[config.mk]
export PLATFORM = sky130hd
export DESIGN_NAME = memory_arbiter
export DESIGN_NICKNAME = d
export VERILOG_FILES = /design/src/rtl/memory_arbiter.sv
export SDC_FILE = /design/constraint.sdc
export NUM_CORES = 1
export LEC_CHECK = 0
export BUFFER_PORTS_ARGS = -buffer_cell sky130_fd_sc_hd__buf_4
export CORE_MARGIN = 2
export CORE_UTILIZATION = 40
export DETAILED_ROUTE_END_ITERATION = 7
export PLACE_DENSITY = 0.71
export SETUP_SLACK_MARGIN = 0.3
export SYNTH_ARGS = -nofsm -noshare
export SYNTH_HDL_FRONTEND = slang
export SYNTH_SLANG_ARGS = --single-unit
[constraint.sdc]
create_clock -name CLK -period 3.2 [get_ports CLK]
set_input_delay 0.32 -clock CLK [delete_from_list [all_inputs] [get_ports CLK]]
set_output_delay 0.32 -clock CLK [all_outputs]
set_load 0.02 [all_outputs]
[src/rtl/memory_arbiter.sv]
// memory_arbiter: arbitrates an instruction-fetch port and a data port onto a
// single registered RAM port. Data requests win by default. If both are pending
// and the last completed access was data, the instruction request goes first.
// An ERROR from the RAM completes the access with a poison value and sets a
// sticky mem_err flag.
// Optional feature: define MEMORY_ARBITER_TIMEOUT_EN to add an 8-bit wait
// counter. The counter aborts an access after TIMEOUT_CYCLES wait cycles.
// Ports:
//   CLK, nRST                       clock, async active-low reset
//   iREN, iaddr / ihit, iload       instruction request / completion + data
//   dREN, dWEN, daddr, dstore       data request / completion (dhit, dload)
//   ram_ren, ram_wen, ram_addr,     registered RAM command
//   ram_store
//   ram_load, ram_state             RAM read data and status
//   mem_err                         sticky error flag
module memory_arbiter #(
  parameter int unsigned TIMEOUT_CYCLES = 255
) (
  input  logic        CLK,
  input  logic        nRST,
  input  logic        iREN,
  input  logic [31:0] iaddr,
  input  logic        dREN,
  input  logic        dWEN,
  input  logic [31:0] daddr,
  input  logic [31:0] dstore,
  output logic        ihit,
  output logic        dhit,
  output logic [31:0] iload,
  output logic [31:0] dload,
  output logic        ram_ren,
  output logic        ram_wen,
  output logic [31:0] ram_addr,
  output logic [31:0] ram_store,
  input  logic [31:0] ram_load,
  input  logic [1:0]  ram_state,
  output logic        mem_err
);

  localparam int unsigned DW = 32;
  localparam logic [1:0]    RS_ACCESS = 2'b10;
  localparam logic [1:0]    RS_ERROR  = 2'b11;
  localparam logic [DW-1:0] POISON    = 32'hBAD1BAD1;

  if (TIMEOUT_CYCLES < 1 || TIMEOUT_CYCLES > 255) begin : g_bad_timeout
    $error("memory_arbiter: TIMEOUT_CYCLES must be in 1..255");
  end

  typedef enum logic [1:0] {IDLE, DACC, IACC, HIT} state_t;

  state_t        state_q, state_n;
  logic          last_d_q, last_d_n;   // last completed access was data
  logic          op_w_q, op_w_n;       // latched data operation is a write
  logic          ren_n, wen_n, ihit_n, dhit_n, err_n;
  logic [DW-1:0] addr_n, store_n, iload_n, dload_n;
  logic          done, fail;

`ifdef MEMORY_ARBITER_TIMEOUT_EN
  logic [7:0] cnt_q, cnt_n;
`endif

  // Next-state and next-output logic
  always_comb begin
    state_n  = state_q;
    last_d_n = last_d_q;
    op_w_n   = op_w_q;
    ren_n    = ram_ren;
    wen_n    = ram_wen;
    addr_n   = ram_addr;
    store_n  = ram_store;
    ihit_n   = 1'b0;
    dhit_n   = 1'b0;
    iload_n  = iload;
    dload_n  = dload;
    err_n    = mem_err;
    done     = 1'b0;
    fail     = 1'b0;
`ifdef MEMORY_ARBITER_TIMEOUT_EN
    cnt_n    = cnt_q;
`endif
    case (state_q)
      IDLE: begin
        ren_n = 1'b0;
        wen_n = 1'b0;
        // Data first, unless data was served last and an ifetch is waiting
        if ((dREN || dWEN) && !(iREN && last_d_q)) begin
          state_n = DACC;
          op_w_n  = dWEN;
          addr_n  = daddr;
          store_n = dstore;
          ren_n   = ~dWEN;
          wen_n   = dWEN;
`ifdef MEMORY_ARBITER_TIMEOUT_EN
          cnt_n   = 8'd0;
`endif
        end else if (iREN) begin
          state_n = IACC;
          op_w_n  = 1'b0;
          addr_n  = iaddr;
          store_n = dstore;
          ren_n   = 1'b1;
          wen_n   = 1'b0;
`ifdef MEMORY_ARBITER_TIMEOUT_EN
          cnt_n   = 8'd0;
`endif
        end
      end
      DACC, IACC: begin
        if (ram_state == RS_ACCESS) begin
          done = 1'b1;
        end else if (ram_state == RS_ERROR) begin
          fail = 1'b1;
`ifdef MEMORY_ARBITER_TIMEOUT_EN
        end else if (cnt_q == 8'(TIMEOUT_CYCLES - 1)) begin
          fail = 1'b1;
        end else begin
          cnt_n = cnt_q + 8'd1;
`endif
        end
        if (done || fail) begin
          state_n  = HIT;
          ren_n    = 1'b0;
          wen_n    = 1'b0;
          last_d_n = (state_q == DACC);
          dhit_n   = (state_q == DACC);
          ihit_n   = (state_q == IACC);
          if (fail) begin
            err_n = 1'b1;
            if (state_q == DACC) dload_n = POISON;
            else                 iload_n = POISON;
          end else if (state_q == DACC) begin
            if (!op_w_q) dload_n = ram_load;
          end else begin
            iload_n = ram_load;
          end
        end
      end
      HIT: begin
        state_n = IDLE;
        ren_n   = 1'b0;
        wen_n   = 1'b0;
      end
      default: begin
        state_n = IDLE;
        ren_n   = 1'b0;
        wen_n   = 1'b0;
      end
    endcase
  end

  // State and registered outputs
  always_ff @(posedge CLK or negedge nRST) begin
    if (!nRST) begin
      state_q   <= IDLE;
      last_d_q  <= 1'b0;
      op_w_q    <= 1'b0;
      ram_ren   <= 1'b0;
      ram_wen   <= 1'b0;
      ram_addr  <= '0;
      ram_store <= '0;
      ihit      <= 1'b0;
      dhit      <= 1'b0;
      iload     <= '0;
      dload     <= '0;
      mem_err   <= 1'b0;
`ifdef MEMORY_ARBITER_TIMEOUT_EN
      cnt_q     <= 8'd0;
`endif
    end else begin
      state_q   <= state_n;
      last_d_q  <= last_d_n;
      op_w_q    <= op_w_n;
      ram_ren   <= ren_n;
      ram_wen   <= wen_n;
      ram_addr  <= addr_n;
      ram_store <= store_n;
      ihit      <= ihit_n;
      dhit      <= dhit_n;
      iload     <= iload_n;
      dload     <= dload_n;
      mem_err   <= err_n;
`ifdef MEMORY_ARBITER_TIMEOUT_EN
      cnt_q     <= cnt_n;
`endif
    end
  end

endmodule

==> run_results.csv <==
group,metric,value,unit
run_status,status,"finished, final reports clean",
pwr,p_sw_share,37.3,%
worst_hold_path,min-delay-start,"dstore[20]",
critical_path,r2r-start,"state_q[0]",
sta,fin_worst_skew,7.14,ps
cts,cts_buffers,17,
sta,fin_crit_sh,68.5,%
critical_path,worstSetupStartpoint,"state_q[0]",
critical_path,crit_required,3480,ps
sta,tightest_slew,766,ps
cts,cts-root-buf,"clkbuf_16",
synthesis,netlist_area,5660,um^2
layout,nets,870,
critical_path,critical_path.cell_chain,"inv_1 -> ha_1 -> nand3b_1 -> buf_4 -> nand2_1 -> o21ai_0",
synthesis,synth_common_cells,"137 x dfrtp_1, 66 x nand2_1, 57 x mux2_2",
synthesis,ys_ff_latch,137,
layout,fin_area,8440,um^2
synthesis,yosys-top-cells-area,"dfrtp_1 61%, mux2_2 11%, mux2i_1 9.7%",
pwr,p_sw,3.43,mW
floorplan,rows,43,
critical_path,critPathSlowestCell,"nand3b_1",
placed_design,post-place-ws,986,ps
sta,hold_viol,0,
pwr,power.density,1090,nW/um^2
global_routing,grt_pass1_vias,4500,
synthesis,synth_cell_types,26,
run,cap_violations,0,
synthesis,post_synth.cell_area_avg,12.2,um^2
cts,post_cts_buffers,0,
global_routing,antenna_found_initial,0,
floorplan,ios,268,
layout,layoutNonFillerInstCount,922,
critical_path,path_max_fanout,30,
critical_path,end_kind,"flop",
placed_design,finalWeightedCongestion,0.789,
synthesis,synth_top_cell_by_area,"dfrtp_1",
synthesis,synthCells,463,
pwr,clkPwrFrac,21.1,%
global_routing,grt_overflow,0,
critical_path,start_kind,"flop",
cts,clock_path_buffers,2,
global_routing,grt_pass1_wl,22100,um
cts,hold_buffers,1,
worst_hold_path,worstHoldPathType,"in2reg",
pwr,seq_power_share,33.2,%
floorplan,coreArea,13800,um^2
global_routing,track_usage,19.2,%
sta,period_minus_slack,2190,ps
cts,cts_tree,"done",
cts,cts_resized,0,
synthesis,yosysWarnings,0,
placed_design,dpl-instance-area,7850,um^2
critical_path,critPathTopFamily,"simple AND/OR/NAND/NOR gates",
synthesis,synth.net_count,602,
layout,drive_above_1_share,48.5,%
sta,maxSlewViolCount,0,
synthesis,yosys.cell_count.top_type,"dfrtp_1",
synthesis,async_flop_share,100,%
drt,wl,14400,um
cts,insertion_delay,410,ps
layout,antenna_cells,0,
sta,fin_tns_setup,0,ps
cts,path_clk_slew,60,ps
sta,layout_setup_ws,1010,ps
synthesis,ys.flop_type,"dfrtp_1",
critical_path,timing_worst_setup_path_type,"reg2reg",
cts,h-tree-depth,4,
drt,drtPass1Iterations,4,
layout,multi_input_comb_area,2020,um^2
drt,dr.first_iter.drc_count,132,
drt,ant_nets,0,
pwr,p_int,5.77,mW
synthesis,synth_top_area_share,60.6,%
pwr,leakage,4.37,nW
global_routing,grt_max_degree,97,
synthesis,synth_edf_count,0,
sta,slew_headroom,48.8,%
pwr,power_frac_comb,45.7,%
critical_path,path_buf_inv,2,
cts,cts_num_sinks,137,
floorplan,dieArea,15100,um^2
drt,vias,4332,
layout,fill_cells,1151,
drt,drcViolationCount,0,
sta,fmax,0.456,GHz
floorplan,dieHeight,123,um
placed_design,dp_hpwl,10800,um
sta,rsz0062_at_grt,"no",
layout,layout.area.seq,3430,um^2
synthesis,ys_seq_area_share,60.6,%
floorplan,die_w,123,um
critical_path,slowest_delay,560,ps
layout,syn_to_final_growth,49.2,%
floorplan,start_util,40.9,%
drt,viasPerCell,4.70,
placed_design,portBuffers,267,
pwr,peakVddDrop,0.000628,V
sta,finalSetupViolCount,0,
placed_design,dp_cells,891,
critical_path,worstPathArrival,2470,ps
drt,post_drt_wl_per_cell,15.7,um
-- registers in the layout (all words and copies together) (netlist names) --
signal and count:
op_w_q 1, ram_store 32, mem_err 1, ram_addr 32, iload 32, last_d_q 1, state_q 2, ram_ren 1
ram_wen 1, dload 32, ihit 1, dhit 1
-- final timing paths --
path                                 end  slack, ps  cells past startpoint
hold / removal             ram_store[20]        140                      2
hold reg to reg                  mem_err        450                      1
min in group asynchronous   ram_addr[27]        480                      2
setup / recovery               iload[24]       1010                      6
setup reg to reg               iload[24]       1010                      6
max in group asynchronous   ram_addr[11]       1900                      3
-- stage by stage --
stage / hold slack, ps / utilization [%] / total power [mW]
after floorplan: 24.4 / - / 5.46
after global placement: 374 / 56.7 / 7.18
after detailed placement: 390 / 56.7 / 7.34
after CTS: 122 / 61.1 / 9.32
after global routing: 128 / 61.1 / 9.77
final: 141 / 61.1 / 9.20
-- worst register-to-register path, stage by stage (launching register included) --
cell and delay [ps]:
dfrtp_1 370, inv_1 90, ha_1 400, nand3b_1 560
buf_4 460, nand2_1 110, o21ai_0 70
-- cell usage in the layout (no fill, tap or decap), types with 2 or more instances in the layout --
| cell type | instances |
|---|---|
| o21ai_1 | 9 |
| a21o_1 | 2 |
| inv_1 | 24 |
| dfrtp_1 | 137 |
| buf_4 | 271 |
| clkbuf_16 | 17 |
| nor2_1 | 14 |
| clkbuf_8 | 2 |
| nand2b_1 | 6 |
| nand2_1 | 66 |
| ha_1 | 4 |
| mux2_2 | 57 |
| clkinv_2 | 3 |
| bufinv_16 | 3 |
| and3_1 | 2 |
| and2_1 | 7 |
| buf_12 | 2 |
| o21ai_0 | 45 |
| mux2i_1 | 55 |
| clkbuf_1 | 3 |
-- power groups by stage --
stage	Clock, mW	Combinational (mW)	Sequential [mW]
after floorplan	0	1.47	3.99
after global placement	0	4.14	3.04
after detailed placement	0	4.26	3.07
after CTS	1.99	4.26	3.07
after global routing	2.07	4.53	3.17
final	1.94	4.21	3.06
-- layout make-up --
class	count	share of cell area, %
clock buffer	22	5.50
clock inverter	8	1.44
inverter	24	1.07
multi-input combinational	276	23.9
sequential	137	40.6
tap	180	2.67
timing repair buffer	275	24.8
-- per-layer routing --
metal / track usage (%) / wire length (um)
met5: 0 / 0
met4: 8.33 / 318
met3: 5.81 / 1090
met2: 33.7 / 7540
met1: 21.6 / 5500
-- kinds of logic (layout without fill, tap and decap cells) --
logic type	after synthesis	in the layout	synth area share, %
simple gates	99	99	7.39
mux	112	112	21.1
buf+inv	50	329	3.96
fa+ha+maj	4	4	0.885
compound gates	61	61	6.08
flops	137	137	60.6
No activity file was read; power rests on OpenSTA's default activity.
